## src/rtl/nes_joypad_port.sv

```systemverilog
// NES controller port fed from USB-side button state, with turbo A/B and conflicting-direction masking.
// The console strobe and read clock are resynchronized into usbclk; joy_data comes straight from the shift register.
module nes_joypad_port #(
    parameter int TURBO_HALF = 200000
) (
    input  logic       usbclk,
    input  logic       usbrst_n,
    input  logic [7:0] btn_nes,
    input  logic       btn_x,
    input  logic       btn_y,
    input  logic       conerr,
    input  logic       joy_strobe,
    input  logic       joy_rd,
    output logic       joy_data,
    output logic [7:0] btn_state,
    output logic [3:0] rd_count
);
    localparam int TW = (TURBO_HALF > 1) ? $clog2(TURBO_HALF) : 1;
    localparam logic [TW-1:0] TCNT_LAST = TW'(TURBO_HALF - 1);

    // [0]=first sync stage, [1]=synchronized level, [2]=history for edge detect
    logic [2:0]    strb_sync_q;
    logic [2:0]    rd_sync_q;
    logic [TW-1:0] tcnt_q, tcnt_d;
    logic          turbo_ph_q, turbo_ph_d;
    logic [7:0]    state_q, state_d;
    logic [7:0]    sr_q, sr_d;
    logic [3:0]    cnt_q, cnt_d;

    logic strobe_lvl;
    logic rd_rise;

    assign strobe_lvl = strb_sync_q[1];
    assign rd_rise    = rd_sync_q[1] & ~rd_sync_q[2];

    // Idle turbo parks in the "pressed" phase so a fresh press shows up immediately.
    always_comb begin
        tcnt_d     = tcnt_q;
        turbo_ph_d = turbo_ph_q;
        if (conerr || !(btn_x || btn_y)) begin
            tcnt_d     = '0;
            turbo_ph_d = 1'b1;
        end else if (tcnt_q == TCNT_LAST) begin
            tcnt_d     = '0;
            turbo_ph_d = ~turbo_ph_q;
        end else begin
            tcnt_d = tcnt_q + 1'b1;
        end
    end

    always_comb begin
        state_d    = btn_nes;
        state_d[0] = btn_nes[0] | (btn_x & turbo_ph_q);
        state_d[1] = btn_nes[1] | (btn_y & turbo_ph_q);
        if (state_d[7] && state_d[6]) begin
            state_d[7:6] = 2'b00;
        end
        if (state_d[5] && state_d[4]) begin
            state_d[5:4] = 2'b00;
        end
        if (conerr) begin
            state_d = '0;
        end
    end

    // A held strobe reloads every cycle and masks read clocks entirely.
    always_comb begin
        sr_d  = sr_q;
        cnt_d = cnt_q;
        if (strobe_lvl) begin
            sr_d  = state_q;
            cnt_d = 4'd0;
        end else if (rd_rise) begin
            sr_d = {1'b1, sr_q[7:1]};
            if (cnt_q < 4'd8) begin
                cnt_d = cnt_q + 4'd1;
            end
        end
    end

    always_ff @(posedge usbclk or negedge usbrst_n) begin
        if (!usbrst_n) begin
            strb_sync_q <= '0;
            rd_sync_q   <= '0;
            tcnt_q      <= '0;
            turbo_ph_q  <= 1'b1;
            state_q     <= '0;
            sr_q        <= '0;
            cnt_q       <= '0;
        end else begin
            strb_sync_q <= {strb_sync_q[1:0], joy_strobe};
            rd_sync_q   <= {rd_sync_q[1:0], joy_rd};
            tcnt_q      <= tcnt_d;
            turbo_ph_q  <= turbo_ph_d;
            state_q     <= state_d;
            sr_q        <= sr_d;
            cnt_q       <= cnt_d;
        end
    end

    assign joy_data  = sr_q[0];
    assign btn_state = state_q;
    assign rd_count  = cnt_q;

endmodule

```

## config.mk

```make
export PLATFORM = sky130hd
export DESIGN_NAME = nes_joypad_port
export DESIGN_NICKNAME = d
export VERILOG_FILES = /design/src/rtl/nes_joypad_port.sv
export SDC_FILE = /design/constraint.sdc
export NUM_CORES = 1
export LEC_CHECK = 0
export ABC_CLOCK_PERIOD_IN_PS = 2000
export CAP_MARGIN = 20
export CORE_MARGIN = 4
export CORE_UTILIZATION = 45
export CTS_CLUSTER_DIAMETER = 40
export DETAILED_ROUTE_END_ITERATION = 10
export PLACE_DENSITY = 0.79
export SYNTH_ARGS = -nofsm -noshare
export SYNTH_HDL_FRONTEND = slang
export SYNTH_SLANG_ARGS = --single-unit
```

## constraint.sdc

```tcl
create_clock -name usbclk -period 2 [get_ports usbclk]
set_input_delay 0.4 -clock usbclk [delete_from_list [all_inputs] [get_ports usbclk]]
set_output_delay 0.4 -clock usbclk [all_outputs]
set_load 0.01 [all_outputs]
```

==> results.cfg <==
[logic_synthesis]
synth_cell_types = 31
synth-adder-area-share_pct = 1.32
synth_area_mm2 = 0.00189
synth_xor_area_share_pct = 6.94
ys_top_cells_by_area = dfrtp_1, xnor2_1, nor2_1, mux2i_1, o21ai_0
synthArstFlopShare_pct = 100
synthSimpleGateAreaFrac_pct = 21.2
syn_nets = 191
synth_ff_type = dfrtp_1
synth.area.mux_share_pct = 3.70
ys.warnings.count = 0
syn_avg_cell_area_um2 = 10.9
ys_ff_latch = 44
yosysTopAreaCellShare_pct = 56.8
synth_top_family_by_area = simple AND/OR/NAND/NOR gates
synth_compound_area_share_pct = 6.67
synth_cells = 174
synth_seq_area_share_pct = 58.2
synth_edf_count = 0
synth_area_leader_cell = dfrtp_1

[place]
dp_slack_ps = 194
place.gp.congestion = 0.817
placed_cells = 251
io_buffers = 27
hpwl_um = 2460

[finish]
syn_to_final_growth_pct = 25.8
final_cells = 259
fill_cells = 340
n_antenna_cell = 0
drive_gt1_share_pct = 10.0
final_nets = 225

[routing]
drc_errors = 0
wl_um = 3390
wl_met3_um = 171
drt_iter0_drc = 70
wl_met1_um = 1530
dr_wl_met2_um = 1650
viasPerCell = 5.06
topRoutingLayerUsed = met4
ant_nets = 0
drt_first_pass_iters = 4
wire_per_inst_um = 13.1
num_vias = 1310

[sta]
timing.fmax_ghz = 0.555
relSlewSlack_pct = 64.6
layout_min_cycle_time_ps = 1800
rsz0062_at_grt = no
finClkSkew_ps = 13.5
period_share_pct = 90.1
max_slew.worst_pin.slew_ps = 531
slew_viol_final = 0
fin_tns_setup_ps = 0
finalHoldViolCount = 0
setup_viol = 0
worst_slack_ps = 198
whs_ps = 164

[floorplanning]
die_x_um = 72.9
rows = 23
dieArea_mm2 = 0.00531
num_io_pins = 28
die-height_um = 72.9
initial_utilization_pct = 47.0
core-area_mm2 = 0.00403

[cts]
cts.sinks = 44
clockRootBuffer = clkbuf_8
cts_buffer_depth = 2
cts_tree = yes
cts.repair.resized = 0
path_clk_slew_ps = 90
htreeDepth = 2
post_cts_buffers = 0
holdBufCountCts = 0
clock_latency_ps = 290
cts_made_buffers = 5

[pwr]
p_leak_nw = 0.980
powerDensity_mw_per_mm2 = 786
vdd_drop_max_mv = 0.436

[worst_setup_path]
worstPathRequired_ps = 2170
endpoint_kind = flop
r2r-start = tcnt_q[0]$_DFF_PN0_
rrSetupSlack_ps = 200
crit_fanout = 12
worstPathArrival_ps = 1970
critPathLaunchType = flop
regToRegEndpoint = tcnt_q[6]$_DFF_PN0_
r2r_cells = 6
critical_path_class = reg -> reg

[run_status]
status = completed

[worst_hold_path]
min_path_type = in -> async

[grt]
grt_pass1_wl_um = 5840
overflow = 0
antenna_found_initial = 0
track_usage_pct = 14.1
grt_max_degree = 45
grt_pass1_vias = 1310

[job]
maxCapViolations = 0
[power breakdown]
group | internal (mW) | leakage, nW | switching (mW)
Sequential | 0.922 | 0.582 | 0.0236
Clock | 0.499 | 0.0654 | 0.287
Combinational | 0.0767 | 0.332 | 0.0652
Total | 1.50 | 0.980 | 0.376
[how the worst max path moves through the flow]
| stage | start | to | slack, ps | cells after the start |
|---|---|---|---|---|
| 5_1_grt | tcnt_q[0]$_DFF_PN0_ | tcnt_q[6]$_DFF_PN0_ | 100 | 6 |
| 3_3_place_gp | tcnt_q[0]$_DFF_PN0_ | tcnt_q[16]$_DFF_PN0_ | 250 | 6 |
| 2_1_floorplan | tcnt_q[0]$_DFF_PN0_ | tcnt_q[9]$_DFF_PN0_ | 180 | 6 |
| 4_1_cts | tcnt_q[0]$_DFF_PN0_ | tcnt_q[6]$_DFF_PN0_ | 180 | 6 |
| 3_5_place_dp | tcnt_q[0]$_DFF_PN0_ | tcnt_q[15]$_DFF_PN0_ | 190 | 6 |
| 6_report | tcnt_q[0]$_DFF_PN0_ | tcnt_q[6]$_DFF_PN0_ | 200 | 6 |
[cell type report]
| class | instances | area, um2 | share of cell area, % |
|---|---|---|---|
| clock buffers | 6 | 72.6 | 3.05 |
| well taps | 50 | 62.6 | 2.63 |
| multi-input cells | 121 | 754 | 31.7 |
| clock inverters | 2 | 60.1 | 2.52 |
| flip-flops and latches | 44 | 1100 | 46.3 |
| repair buffers | 32 | 315 | 13.2 |
| inverters | 4 | 15.0 | 0.630 |
[registers in the layout, indices dropped and copies added, names as in the netlist]
signal,cells
sr_q,8
turbo_ph_q,1
rd_count,4
tcnt_q,18
btn_state,8
strb_sync_q,2
rd_sync_q,3
[routing by layer]
metal	vias to the layer above	GRT usage, %
li1	662	-
met1	616	17.9
met2	28	23.2
met3	4	3.86
met4	0	5.12
met5	-	0
[through the flow]
stage | utilization (%) | total power, mW | instance area [um2]
after global placement | 55.8 | 1.10 | 2250
after detailed placement | 55.8 | 1.11 | 2250
final | 59.1 | 1.87 | 2380
after CTS | 59.1 | 1.90 | 2380
after global routing | 59.1 | 1.95 | 2380
after floorplan | - | 1.02 | 1890
[cells by family (layout without fill, tap and decap cells)]
family                     after synthesis  after routing
DFF                                     44             44
buffers and inverters                    9             44
xor gates and xnor gates                15             15
muxes                                    7              7
adders and majority gates                2              2
AOI/OAI and AO/OA                       21             21
and+or+nand+nor                         76             76
[cells in the final DEF (no fill, tap or decap), types with 2 or more instances in the layout]
| cell type | n |
|---|---|
| nand2_1 | 16 |
| nor2_1 | 26 |
| o21ai_0 | 12 |
| or4_4 | 2 |
| xnor2_1 | 12 |
| nand3_1 | 3 |
| bufinv_16 | 2 |
| clkdlybuf4s50_1 | 26 |
| inv_1 | 4 |
| dfrtp_1 | 43 |
| or3_1 | 3 |
| nor2b_1 | 3 |
| buf_4 | 4 |
| a21oi_1 | 5 |
| mux2i_1 | 7 |
| xor2_1 | 3 |
| nor3b_1 | 5 |
| nor4_1 | 4 |
| ha_1 | 2 |
| nand4_1 | 3 |
| clkbuf_8 | 5 |
| nand3_2 | 2 |
| nor3_1 | 4 |
[cells in the mapped netlist (2+ instances only)]
cell and count:
or4_4 2, nor3_1 4, nand3_2 2, nor4_1 4
nand3_1 3, inv_1 4, ha_1 2, xor2_1 3
a21oi_1 5, clkbuf_1 4, xnor2_1 12, dfrtp_1 43
or3_1 3, nand4_1 3, nor2_1 26, nor3b_1 5
mux2i_1 7, nor2b_1 3, nand2_1 16, o21ai_0 12
[worst max-delay path, cell delays in order (launching register included)]
cell     delay, ps
dfrtp_1        390
ha_1           210
nand3_2         90
or4_4          520
o21ai_4        260
buf_12         170
nor2_1          50
Note: power is estimated with default switching activity, not from simulation.
